## src/rtl/updi_pkg.sv

```systemverilog
// Shared types for the UPDI receive path: sequencer states and completion status codes.
package updi_pkg;

  typedef enum logic [1:0] {
    IDLE,
    ECHO,
    RESP,
    DONE
  } rx_seq_state_t;

  typedef enum logic [1:0] {
    OK,
    PARITY_ERR,
    TIMEOUT,
    OVERFLOW
  } rx_seq_status_t;

endpackage

```

## src/rtl/sync_fifo.sv

```systemverilog
// Small synchronous FIFO; pointers carry an extra wrap bit so full and empty come from the pointers alone.
module sync_fifo #(
  parameter int unsigned WIDTH = 8,
  parameter int unsigned DEPTH = 4
) (
  input  logic             clk,
  input  logic             rst_n,
  input  logic             push,
  input  logic             pop,
  input  logic             flush,
  input  logic [WIDTH-1:0] wr_data,
  output logic [WIDTH-1:0] rd_data,
  output logic             full,
  output logic             empty
);

  localparam int unsigned AW = $clog2(DEPTH);

  logic [AW:0]      wr_ptr;
  logic [AW:0]      rd_ptr;
  logic [WIDTH-1:0] mem [DEPTH];
  logic             do_push;
  logic             do_pop;

  assign empty   = (wr_ptr == rd_ptr);
  assign full    = (wr_ptr[AW] != rd_ptr[AW]) && (wr_ptr[AW-1:0] == rd_ptr[AW-1:0]);
  assign do_pop  = pop && !empty;
  // A pop in the same cycle frees the slot, so push into a full FIFO is accepted then.
  assign do_push = push && (!full || do_pop);
  assign rd_data = mem[rd_ptr[AW-1:0]];

  always_ff @(posedge clk or negedge rst_n) begin
    if (!rst_n) begin
      wr_ptr <= '0;
      rd_ptr <= '0;
      for (int unsigned i = 0; i < DEPTH; i++) begin
        mem[i] <= '0;
      end
    end else if (flush) begin
      wr_ptr <= '0;
      rd_ptr <= '0;
    end else begin
      if (do_push) begin
        mem[wr_ptr[AW-1:0]] <= wr_data;
        wr_ptr              <= wr_ptr + 1'b1;
      end
      if (do_pop) begin
        rd_ptr <= rd_ptr + 1'b1;
      end
    end
  end

endmodule

```

## src/rtl/updi_rx_sequencer.sv

```systemverilog
// UPDI receive transaction controller: drops echo bytes, buffers response bytes,
// enforces an inactivity timeout and reports completion status.
module updi_rx_sequencer
  import updi_pkg::*;
#(
  parameter int unsigned DATA_BITS      = 8,
  parameter int unsigned MAX_LEN        = 16,
  parameter int unsigned FIFO_DEPTH     = 4,
  parameter int unsigned TIMEOUT_CYCLES = 65536
) (
  input  logic                         clk,
  input  logic                         rst_n,
  input  logic                         start,
  input  logic                         abort,
  input  logic [$clog2(MAX_LEN+1)-1:0] echo_len,
  input  logic [$clog2(MAX_LEN+1)-1:0] resp_len,
  input  logic [DATA_BITS-1:0]         rx_data,
  input  logic                         rx_data_valid,
  input  logic                         rx_error,
  output logic [DATA_BITS-1:0]         out_data,
  output logic                         out_valid,
  input  logic                         out_ready,
  output logic                         busy,
  output logic                         done,
  output logic [1:0]                   status
);

  localparam int unsigned LW = $clog2(MAX_LEN + 1);
  localparam int unsigned TW = (TIMEOUT_CYCLES > 1) ? $clog2(TIMEOUT_CYCLES) : 1;

  rx_seq_state_t  state;
  rx_seq_status_t status_q;
  rx_seq_status_t fin_status;
  logic [LW-1:0]  echo_cnt;
  logic [LW-1:0]  resp_cnt;
  logic [TW-1:0]  tmo_cnt;
  logic           fin;
  logic           to_resp;
  logic           push;
  logic           pop;
  logic           flush;
  logic           fifo_full;
  logic           fifo_empty;
  logic           active;

  function automatic logic [LW-1:0] sat_len(input logic [LW-1:0] len);
    return (len > LW'(MAX_LEN)) ? LW'(MAX_LEN) : len;
  endfunction

  assign active    = (state == ECHO) || (state == RESP);
  assign pop       = out_ready && !fifo_empty;
  assign flush     = abort && (state != IDLE);
  assign out_valid = !fifo_empty;
  assign status    = status_q;

  // Per-cycle event decode for the receive states; abort is applied on top of this in the register block.
  always_comb begin
    fin        = 1'b0;
    fin_status = OK;
    to_resp    = 1'b0;
    push       = 1'b0;
    if (active) begin
      if (rx_error) begin
        fin        = 1'b1;
        fin_status = PARITY_ERR;
      end else if (rx_data_valid) begin
        if (state == ECHO) begin
          if (echo_cnt == LW'(1)) begin
            if (resp_cnt != '0) to_resp = 1'b1;
            else                fin     = 1'b1;
          end
        end else if (fifo_full && !pop) begin
          fin        = 1'b1;
          fin_status = OVERFLOW;
        end else begin
          push = 1'b1;
          if (resp_cnt == LW'(1)) fin = 1'b1;
        end
      end else if (tmo_cnt == TW'(TIMEOUT_CYCLES - 1)) begin
        fin        = 1'b1;
        fin_status = TIMEOUT;
      end
    end
  end

  always_ff @(posedge clk or negedge rst_n) begin
    if (!rst_n) begin
      state    <= IDLE;
      status_q <= OK;
      echo_cnt <= '0;
      resp_cnt <= '0;
      tmo_cnt  <= '0;
      busy     <= 1'b0;
      done     <= 1'b0;
    end else begin
      done <= 1'b0;
      if (flush) begin
        state <= IDLE;
        busy  <= 1'b0;
      end else if (state == IDLE) begin
        if (start && !abort) begin
          echo_cnt <= sat_len(echo_len);
          resp_cnt <= sat_len(resp_len);
          tmo_cnt  <= '0;
          status_q <= OK;
          busy     <= 1'b1;
          if (echo_len != '0) begin
            state <= ECHO;
          end else if (resp_len != '0) begin
            state <= RESP;
          end else begin
            state <= DONE;
            done  <= 1'b1;
          end
        end
      end else if (state == DONE) begin
        state <= IDLE;
        busy  <= 1'b0;
      end else begin
        if (fin) begin
          state    <= DONE;
          done     <= 1'b1;
          status_q <= fin_status;
        end else if (to_resp) begin
          state <= RESP;
        end
        if (rx_error || rx_data_valid || fin || to_resp) tmo_cnt <= '0;
        else                                             tmo_cnt <= tmo_cnt + 1'b1;
        if (rx_data_valid && !rx_error) begin
          if (state == ECHO) echo_cnt <= echo_cnt - 1'b1;
          else               resp_cnt <= resp_cnt - 1'b1;
        end
      end
    end
  end

  sync_fifo #(
    .WIDTH(DATA_BITS),
    .DEPTH(FIFO_DEPTH)
  ) u_fifo (
    .clk    (clk),
    .rst_n  (rst_n),
    .push   (push && !abort),
    .pop    (pop),
    .flush  (flush),
    .wr_data(rx_data),
    .rd_data(out_data),
    .full   (fifo_full),
    .empty  (fifo_empty)
  );

endmodule

```

## config.mk

```make
export PLATFORM = sky130hd
export DESIGN_NAME = updi_rx_sequencer
export DESIGN_NICKNAME = d
export VERILOG_FILES = /design/src/rtl/updi_pkg.sv /design/src/rtl/sync_fifo.sv /design/src/rtl/updi_rx_sequencer.sv
export SDC_FILE = /design/constraint.sdc
export NUM_CORES = 1
export LEC_CHECK = 0
export CELL_PAD_IN_SITES_DETAIL_PLACEMENT = 1
export CELL_PAD_IN_SITES_GLOBAL_PLACEMENT = 1
export CORE_UTILIZATION = 46
export DETAILED_ROUTE_END_ITERATION = 12
export DONT_BUFFER_PORTS = 1
export PLACE_DENSITY_LB_ADDON = 0.3
export SLEW_MARGIN = 0
export SYNTH_ARGS = -nofsm -noshare
export SYNTH_HDL_FRONTEND = slang
export SYNTH_HIERARCHICAL = 1
export SYNTH_SLANG_ARGS = --single-unit
```

## constraint.sdc

```tcl
create_clock -name clk -period 2.55 [get_ports clk]
set_input_delay 0.1275 -clock clk [delete_from_list [all_inputs] [get_ports clk]]
set_output_delay 0.1275 -clock clk [all_outputs]
set_load 0.005 [all_outputs]
```

Yosys cells after proc, flatten, opt, wreduce, memory -nomap -nowiden
Cells that the tools add are included.
- output and inout port bits: 13
- register bits: 70
- input bits: 25
- reductions and logical operators: 39
- equality and inequality tests: 13
- add/sub/neg operators: 5
- magnitude comparators: 5
- mux-type cells: 75
- bitwise operators: 3
- operators with widths (operator ; number):
    2-to-1 mux 16 bit ; 4
    2-to-1 mux 5 bit ; 12
    2-to-1 mux 2 bit ; 17
    bitwise mux 32 bit ; 1
    2-to-1 mux 1 bit ; 32
    2-to-1 mux 8 bit ; 3
    nonzero test 5 bit ; 4
    adder 16 x 1 -> 16 bit, second input constant ; 1
    binary-select mux 8 bit (select 2 bit) ; 1
    demux 8 bit (select 2 bit) ; 1
    equality test 16 bit, second input constant ; 1
    2-to-1 mux 3 bit ; 4
    nonzero test 2 bit ; 6
    equality test 5 x 1 -> 1 bit, second input constant ; 2
    greater-than comparator 5 bit, second input constant ; 2
    logical AND 1 bit ; 10
    AND reduction 5 bit ; 2
    subtractor 5 x 1 -> 5 bit, second input constant ; 2
    adder 3 x 1 -> 3 bit, second input constant ; 2
    >= comparator 3 bit, second input constant ; 2
    NOT 2 -> 3 bit ; 2
    AND reduction 2 bit ; 3
    zero test 1 bit ; 5
    logical OR 1 bit ; 5
    14 further kinds ; 16

Logic depth before layout (Yosys ltp)
Gate-level depths: netlist of run 1.
- depth in word-level cells: 15
- depth in mapped cells: 10
- mapped depth without buffers: 9

Modules after synthesis
The synthesis of run 1 kept the hierarchy.
- by module, submodules not included (module ; times used ; cells each ; area an instance (um2)):
    updi_rx_sequencer ; 1 ; 238 ; 2087.0
    sync_fifo ; 1 ; 131 ; 1981.9

Least setup slack after synthesis of run 1
Ideal clock, no wire load.
- path type: reg-to-reg
- start: reg u_fifo.rd_ptr[1]
- end: reg u_fifo/mem[0] (netlist name)
- arrival: 2382 ps
- cell stages (with the launch flop): 9
- slack: 44 ps
- period minus slack after synthesis: 2506 ps
- buffers on the path: 2
- cell sequence: dfrtp_1 -> buf_2 -> xnor2_1 -> nand2_1 -> nor2_1 -> nor2b_1 -> buf_1 -> o41ai_4 -> mux2_2
- cells in the longest elaborated chain, start to end: 13
- elaborated cells between the ends (all ways): 18
- ends and longest elaborated chain (item ; RTL line ; text):
    start: declaration ; sync_fifo.sv:20 ; logic [AW:0] rd_ptr;
    start signal: assignment ; sync_fifo.sv:48 ; rd_ptr <= rd_ptr + 1'b1;
    equality test 3 bit (*) ; sync_fifo.sv:25 ; assign empty = (wr_ptr == rd_ptr);
    via fifo_empty ; updi_rx_sequencer.sv:43 ; logic fifo_empty;
    zero test 1 bit (*) ; updi_rx_sequencer.sv:51 ; assign pop = out_ready && !fifo_empty;
    logical AND 1 bit (*) ; updi_rx_sequencer.sv:51 ;
    via pop ; updi_rx_sequencer.sv:40 ; logic pop;
    zero test 1 bit ; updi_rx_sequencer.sv:72 ; end else if (fifo_full && !pop) begin
    logical AND 1 bit ; updi_rx_sequencer.sv:72 ;
    2-to-1 mux 1 bit ; updi_rx_sequencer.sv:72 ;
    2-to-1 mux 1 bit ; updi_rx_sequencer.sv:67 ; if (state == ECHO) begin
    2-to-1 mux 1 bit ; updi_rx_sequencer.sv:66 ; end else if (rx_data_valid) begin
    2-to-1 mux 1 bit ; updi_rx_sequencer.sv:63 ; if (rx_error) begin
    2-to-1 mux 1 bit ; updi_rx_sequencer.sv:62 ; if (active) begin
    logical AND 1 bit ; updi_rx_sequencer.sv:143 ; .push (push && !abort),
    logical AND 1 bit (*) ; sync_fifo.sv:29 ; assign do_push = push && (!full || do_pop);
    AND reduction 2 bit (no line) (*) ; - ;
    end signal: indexed assignment ; sync_fifo.sv:44 ; mem[wr_ptr[AW-1:0]] <= wr_data;
    end: declaration ; sync_fifo.sv:21 ; logic [WIDTH-1:0] mem [DEPTH];
The timed path passes the listed nets; every way through them passes the cells marked *.
A chain may end at the register's enable or synchronous reset.

Final worst setup path of run 1
- start: reg u_fifo.rd_ptr[1]
- end: reg u_fifo/mem[17] (netlist name)
The elaborated chain is that of the path after synthesis.

==> impl_metrics.json, run 1 <==
{
  "wl_per_cell_um": 18.12,
  "irDropWorstVdd_uv": 412.3,
  "finalSetupViolations": 0,
  "vias": 3057,
  "synth_edf_count": 0,
  "diodes": 0,
  "min_period_ns": 2.384,
  "portBuffers": 0,
  "syn_avg_cell_area_um2": 11.03,
  "critPathRequiredTime_ns": 2.78,
  "syn-num-nets": 408,
  "slowest_stage": "dfrtp_1",
  "path_depth": 10,
  "maxCapViolations": 0,
  "fin_nets": 447,
  "synth_area_um2": 4069,
  "dp.cells": 483,
  "finalPower_w": 0.004137,
  "tns_ns": 0,
  "reg2regPathDepth": 10,
  "synth_top_area_share_pct": 43.05,
  "crit_type": "flip-flop to flip-flop",
  "final.period_utilization_pct": 93.51,
  "synth_flop_cell": "dfrtp_1",
  "cts_tree": "done",
  "status": "complete, no violations",
  "clock_skew_ns": 0.007102,
  "slew_viol_final": 0,
  "cts.clk_slew.worst_paths_ns": 0.08,
  "drt_iter0_drc": 93,
  "die_h_um": 96.05,
  "layout_commonest_cell": "dfrtp_1",
  "synth_largest_area_cell": "dfrtp_1",
  "areaGrowthSynthToFinish_pct": 16.36,
  "synthesis.instances": 369,
  "hold_viol_final": 0,
  "clock_path_buffers": 2,
  "instances_no_fill": 518,
  "tightest_slew_ns": 0.5356,
  "hp-class": "input pin to flip-flop",
  "htreeDepth": 3,
  "io_pins": 38,
  "synth.ff_latch_count": 70,
  "p_leak_nw": 2.080,
  "fillCellCount": 896,
  "grt_pass1_vias": 3186,
  "core_area_um2": 8382,
  "grt_max_degree": 71,
  "drive_gt1_share_pct": 24.70,
  "mostFrequentLayoutCells": "dfrtp_1, mux2_2, nor2_1, nand2_1, buf_4",
  "placed_cell_area_um2": 4318,
  "gp_congestion": 0.7997,
  "dr.pass1.iters": 4,
  "drc": 0,
  "finalInstanceArea_um2": 4735,
  "cts_inserted_buffers": 9,
  "gr-usage-all-layers_pct": 22.70,
  "worstPathMaxFanout": 8,
  "cp_num_buf_inv": 1,
  "numClockSinks": 70,
  "grt_overflow": 0,
  "crit_chain": "xnor2_2 -> nand2_1 -> nor2_1 -> nor2b_1 -> nand2b_1 -> and3_1 -> and3b_1 -> o41ai_4 -> buf_4 -> mux2_2",
  "finalWirelength_um": 9386,
  "ys_async_sr_fraction_pct": 100.0,
  "critical_path_arrival_ns": 2.62,
  "hpwl_um": 6602,
  "die-area_um2": 9226,
  "num_rows": 33,
  "holdPathStages": 2,
  "dieWidth_um": 96.05,
  "endpoint_kind": "flip-flop",
  "fmax_ghz": 0.4194,
  "routed_via_density": 5.902,
  "synth.area.top_cells": "dfrtp_1, mux2_2, mux4_2, ha_1, o41ai_4",
  "max_stage_delay_ns": 0.43,
  "powerDensity_nw_per_um2": 873.7,
  "grt_pass1_wl_um": 15760,
  "ys_types": 58,
  "ant_nets": 0,
  "cp-start-kind": "flip-flop",
  "clk_latency_ns": 0.34,
  "synth_seq_area_share_pct": 43.05,
  "yosys_warnings": 6,
  "crit_family": "simple AND/OR/NAND/NOR gates",
  "start_util_pct": 48.54,
  "maxSlewHeadroom_pct": 63.97,
  "antenna_found_initial": 0,
  "root_buffer": "clkbuf_8"
}
worst register-to-register path: cells and delay by family, from the launching register on:
kind	cells	cell delay [ns]
AOI/OAI and AO/OA	1	0.06
xor gates and xnor gates	1	0.21
buffers and inverters	1	0.24
DFF	1	0.43
muxes	1	0.36
and+or+nand+nor	6	0.98
final cells by class:
| type | count | area [µm²] | share of cell area [%] |
|---|---|---|---|
| Inverter | 14 | 52.55 | 1.110 |
| Multi-Input combinational cell | 272 | 2225 | 46.99 |
| Tap cell | 105 | 131.4 | 2.775 |
| Sequential cell | 70 | 1752 | 37.00 |
| Clock buffer | 9 | 123.9 | 2.616 |
| Clock inverter | 7 | 80.08 | 1.691 |
| Timing Repair Buffer | 41 | 370.4 | 7.822 |
path summary, 6_finish.rpt:
| kind | from | endpoint | slack, ns |
|---|---|---|---|
| min in group asynchronous | rst_n | tmo_cnt[11] | 0.40 |
| worst max-delay path | u_fifo/rd_ptr[1] | u_fifo/mem[17] | 0.17 |
| max in group asynchronous | rst_n | tmo_cnt[12] | 1.87 |
| worst max register to register | u_fifo/rd_ptr[1] | u_fifo/mem[17] | 0.17 |
| worst min register to register | tmo_cnt[15] | tmo_cnt[15] | 0.50 |
| worst min-delay path | rx_data_valid | tmo_cnt[13] | 0.04 |
synth_stat cells, types with 4 or more instances:
cell	number
dfrtp_1	70
mux2_2	37
nand2_1	23
nor2_1	23
a21oi_1	18
nand2b_1	15
ha_1	14
inv_1	14
o21ai_0	14
a31oi_1	11
nor3_1	11
clkbuf_1	9
nand3_1	9
mux4_2	8
and3b_1	6
nor2b_1	5
or3_1	5
a22oi_1	4
o21ai_1	4
o41ai_4	4
xor2_1	4
power by group:
part           internal [W]  switching [W]  leakage, nW  total, W
sequential          0.00135       0.000203        0.934   0.00155
clock              0.000466       0.000472        0.102  0.000938
combinational      0.000758       0.000886         1.04   0.00164
flip-flops by register name, summed over array words and instances, names as in the netlist:
| name | flops |
|---|---|
| resp_cnt | 5 |
| u_fifo/wr_ptr | 3 |
| u_fifo/mem | 32 |
| state | 2 |
| done | 1 |
| echo_cnt | 5 |
| u_fifo/rd_ptr | 3 |
| busy | 1 |
| status | 2 |
| tmo_cnt | 16 |
routing by layer:
metal / track usage, % / vias to the layer above / routed length (µm)
met3: 5.292 / 11 / 400
met5: 0 / - / 0
li1: - / 1449 / -
met1: 28.04 / 1538 / 4124
met2: 39.24 / 59 / 4771
met4: 6.841 / 0 / 90
stage by stage:
stage,hold WS [ns],worst slack (ns),util (%)
2_1_floorplan,-0.1681,0.04365,-
3_3_place_gp,-0.1659,0.1889,51.52
3_5_place_dp,-0.1659,0.1048,51.52
4_1_cts,0.02469,0.07932,56.31
5_1_grt,0.02781,-0.01031,56.49
6_report,0.03561,0.1655,56.49
logic make-up (layout without fill, tap and decap cells):
group | count (synthesis) | after routing | synth area share (%)
mux | 50 | 50 | 15.96
xor+xnor | 10 | 10 | 2.706
fa+ha+maj | 14 | 14 | 4.305
flops | 70 | 70 | 43.05
buf+inv | 27 | 71 | 2.583
simple gates | 122 | 122 | 17.31
compound gates | 76 | 76 | 14.08
repair_timing:
item	4_1_cts	5_1_grt
setup endpoints to repair	0	30
endpoints found under the hold margin	111	0
resized for setup	0	1
setup buffers	0	1
hold buffers	18	0
No activity file was read; power rests on OpenSTA's default activity.
==> run 2, diff against run 1 <==
--- a/config.mk
+++ b/config.mk
@@ -11,6 +11,7 @@
 export DETAILED_ROUTE_END_ITERATION = 12
 export DONT_BUFFER_PORTS = 1
 export PLACE_DENSITY_LB_ADDON = 0.3
+export REMOVE_ABC_BUFFERS = 1
 export SLEW_MARGIN = 0
 export SYNTH_ARGS = -nofsm -noshare
 export SYNTH_HDL_FRONTEND = slang
==> run 2 against run 1 <==
  * Register-to-register slack lost 0.08 ns
  * Sequential power about the same
  * Via count grew 1.7%
  * Maximum frequency shrank 3.2%
  * Largest power group unchanged
  * Highest routed layer unchanged
==> impl_metrics.json, run 2 (synthesis gave the netlist of run 1 again) <==
{
  "status": "complete, no violations",
  "die-area_um2": 9226,
  "critical_path_arrival_ns": 2.70,
  "numClockSinks": 70,
  "final.period_utilization_pct": 96.64,
  "dieWidth_um": 96.05,
  "finalPower_w": 0.004202,
  "placed_cell_area_um2": 4310,
  "critPathRequiredTime_ns": 2.78,
  "areaGrowthSynthToFinish_pct": 16.30,
  "wl_per_cell_um": 20.53,
  "final_core_util_pct": 56.46,
  "core_area_um2": 8382,
  "p_seq_share_pct": 37.5,
  "p_leak_nw": 2.072,
  "num_rows": 33,
  "r2r_slack_ns": 0.09,
  "antenna_found_initial": 1,
  "crit_chain": "xnor2_2 -> nand2_1 -> nor2_1 -> nor2b_1 -> nand2b_1 -> and3_1 -> and3b_1 -> o41ai_4 -> buf_4 -> mux2_2",
  "fillCellCount": 881,
  "rr_startpoint": "u_fifo/rd_ptr[1]",
  "maxSlewHeadroom_pct": 59.62,
  "mostFrequentLayoutCells": "dfrtp_1, mux2_2, nor2_1, nand2_1, buf_4",
  "internal-power_w": 0.002583,
  "instances_no_fill": 518,
  "tightest_slew_ns": 0.6002,
  "ant_nets": 0,
  "reg_top3": "u_fifo/mem x32, tmo_cnt x16",
  "clock_path_buffers": 2,
  "worstPathMaxFanout": 8,
  "worstHoldStart": "rx_data_valid",
  "maxCapViolations": 0,
  "seq_area_um2": 1752,
  "die_h_um": 96.05,
  "grt_pass1_vias": 3247,
  "hp-class": "input pin to flip-flop",
  "critPathCapture": "u_fifo/mem[19]",
  "cp-start-kind": "flip-flop",
  "layout_commonest_cell": "dfrtp_1",
  "drc": 0,
  "irDropWorstVdd_uv": 454.1,
  "crit_type": "flip-flop to flip-flop",
  "reg2regPathDepth": 10,
  "cp_num_buf_inv": 1,
  "dp.cells": 482,
  "clock_skew_ns": 0.01336,
  "drive_gt1_share_pct": 24.51,
  "min_period_ns": 2.464,
  "routed_via_density": 6.002,
  "fin_nets": 446,
  "finalInstanceArea_um2": 4732,
  "endpoint_kind": "flip-flop",
  "hold_viol_final": 0,
  "cts_tree": "done",
  "drt_iter0_drc": 132,
  "gp_congestion": 0.8035,
  "hpwl_um": 6707,
  "largest_reg_flops": 32,
  "fmax_ghz": 0.4058,
  "dr.pass1.iters": 5,
  "crit_family": "simple AND/OR/NAND/NOR gates",
  "cts_inserted_buffers": 9,
  "finalWirelength_um": 10630,
  "p_comb_share_pct": 40.4,
  "p_clk_share_pct": 22.2,
  "grt_max_degree": 71,
  "slowest_stage": "dfrtp_1",
  "worstReg2RegEnd": "u_fifo/mem[19]",
  "cp-startpoint": "u_fifo/rd_ptr[1]",
  "max_stage_delay_ns": 0.42,
  "grt_overflow": 0,
  "slew_viol_final": 0,
  "switching_power_w": 0.001620,
  "cts.clk_slew.worst_paths_ns": 0.08,
  "start_util_pct": 48.54,
  "htreeDepth": 3,
  "path_depth": 10,
  "finalSetupViolations": 0,
  "vias": 3109,
  "root_buffer": "clkbuf_8",
  "io_pins": 38,
  "p_sw_share_pct": 38.54,
  "multi_input_area_um2": 2232,
  "powerDensity_nw_per_um2": 888.0,
  "clk_latency_ns": 0.36,
  "portBuffers": 0,
  "top_register": "u_fifo/mem",
  "grt_pass1_wl_um": 17190,
  "gr-usage-all-layers_pct": 25.17
}
==> run 2: cell types whose count changed in the layout (fill, tap and decap cells not counted), sizes merged <==
cell      before  now
clkinvlp       1    2
buf           24   23
inv           17   15
clkbuf         9   10
diode          0    1
==> run 2: cell type report <==
class	count	area share [%]
Multi-Input combinational cell	272	47.17
Sequential cell	70	37.02
Timing Repair Buffer	40	7.668
Tap cell	105	2.776
Clock buffer	10	2.697
Clock inverter	6	1.507
Inverter	14	1.111
Antenna cell	1	0.05288
==> run 2: per-layer routing <==
| layer | vias up | track usage, % | wire (µm) |
|---|---|---|---|
| li1 | 1443 | - | - |
| met1 | 1605 | 34.08 | 4877 |
| met2 | 48 | 40.54 | 5202 |
| met3 | 13 | 4.186 | 366 |
| met4 | 0 | 9.328 | 187 |
| met5 | - | 0 | 0 |
==> run 2: power groups by stage <==
stage          Clock, W  Combinational [W]  Sequential, W
3_5_place_dp          0            0.00158        0.00158
4_1_cts        0.000941            0.00165        0.00156
6_report       0.000931            0.00170        0.00157
3_3_place_gp          0            0.00151        0.00156
2_1_floorplan         0            0.00111        0.00156
5_1_grt        0.000987            0.00187        0.00161
==> run 2: what timing repair did <==
action                                 4_1_cts  5_1_grt
setup endpoints to repair                    0       34
buffers inserted                             0        1
resized for setup                            0        2
hold buffers                                18        0
endpoints found under the hold margin      111        0
==> run 2: stage by stage <==
stage          worst slack (ns)  hold slack [ns]  setup TNS, ns
6_report                0.08558          0.05677              0
5_1_grt                -0.02760          0.07279       -0.06164
4_1_cts                 0.08734          0.04871              0
3_5_place_dp             0.1057          -0.1660              0
3_3_place_gp             0.2219          -0.1663              0
2_1_floorplan           -0.5751          -0.1681         -16.52
==> run 2: worst min path at each step <==
stage | to | slack, ns | depth (start not counted)
finish | tmo_cnt[13] | 0.06 | 2
global route | tmo_cnt[13] | 0.07 | 2
CTS | tmo_cnt[13] | 0.05 | 2
detailed placement | echo_cnt[2] | -0.17 | 0
global placement | echo_cnt[2] | -0.17 | 0
floorplan | busy | -0.17 | 0
==> run 2: worst register-to-register path, delay by kind of cell, from the launching register on <==
kind            cells  cell delay [ns]
simple gates        6             1.00
flops               1             0.42
mux                 1             0.37
xor+xnor            1             0.25
buf+inv             1             0.24
compound gates      1             0.06
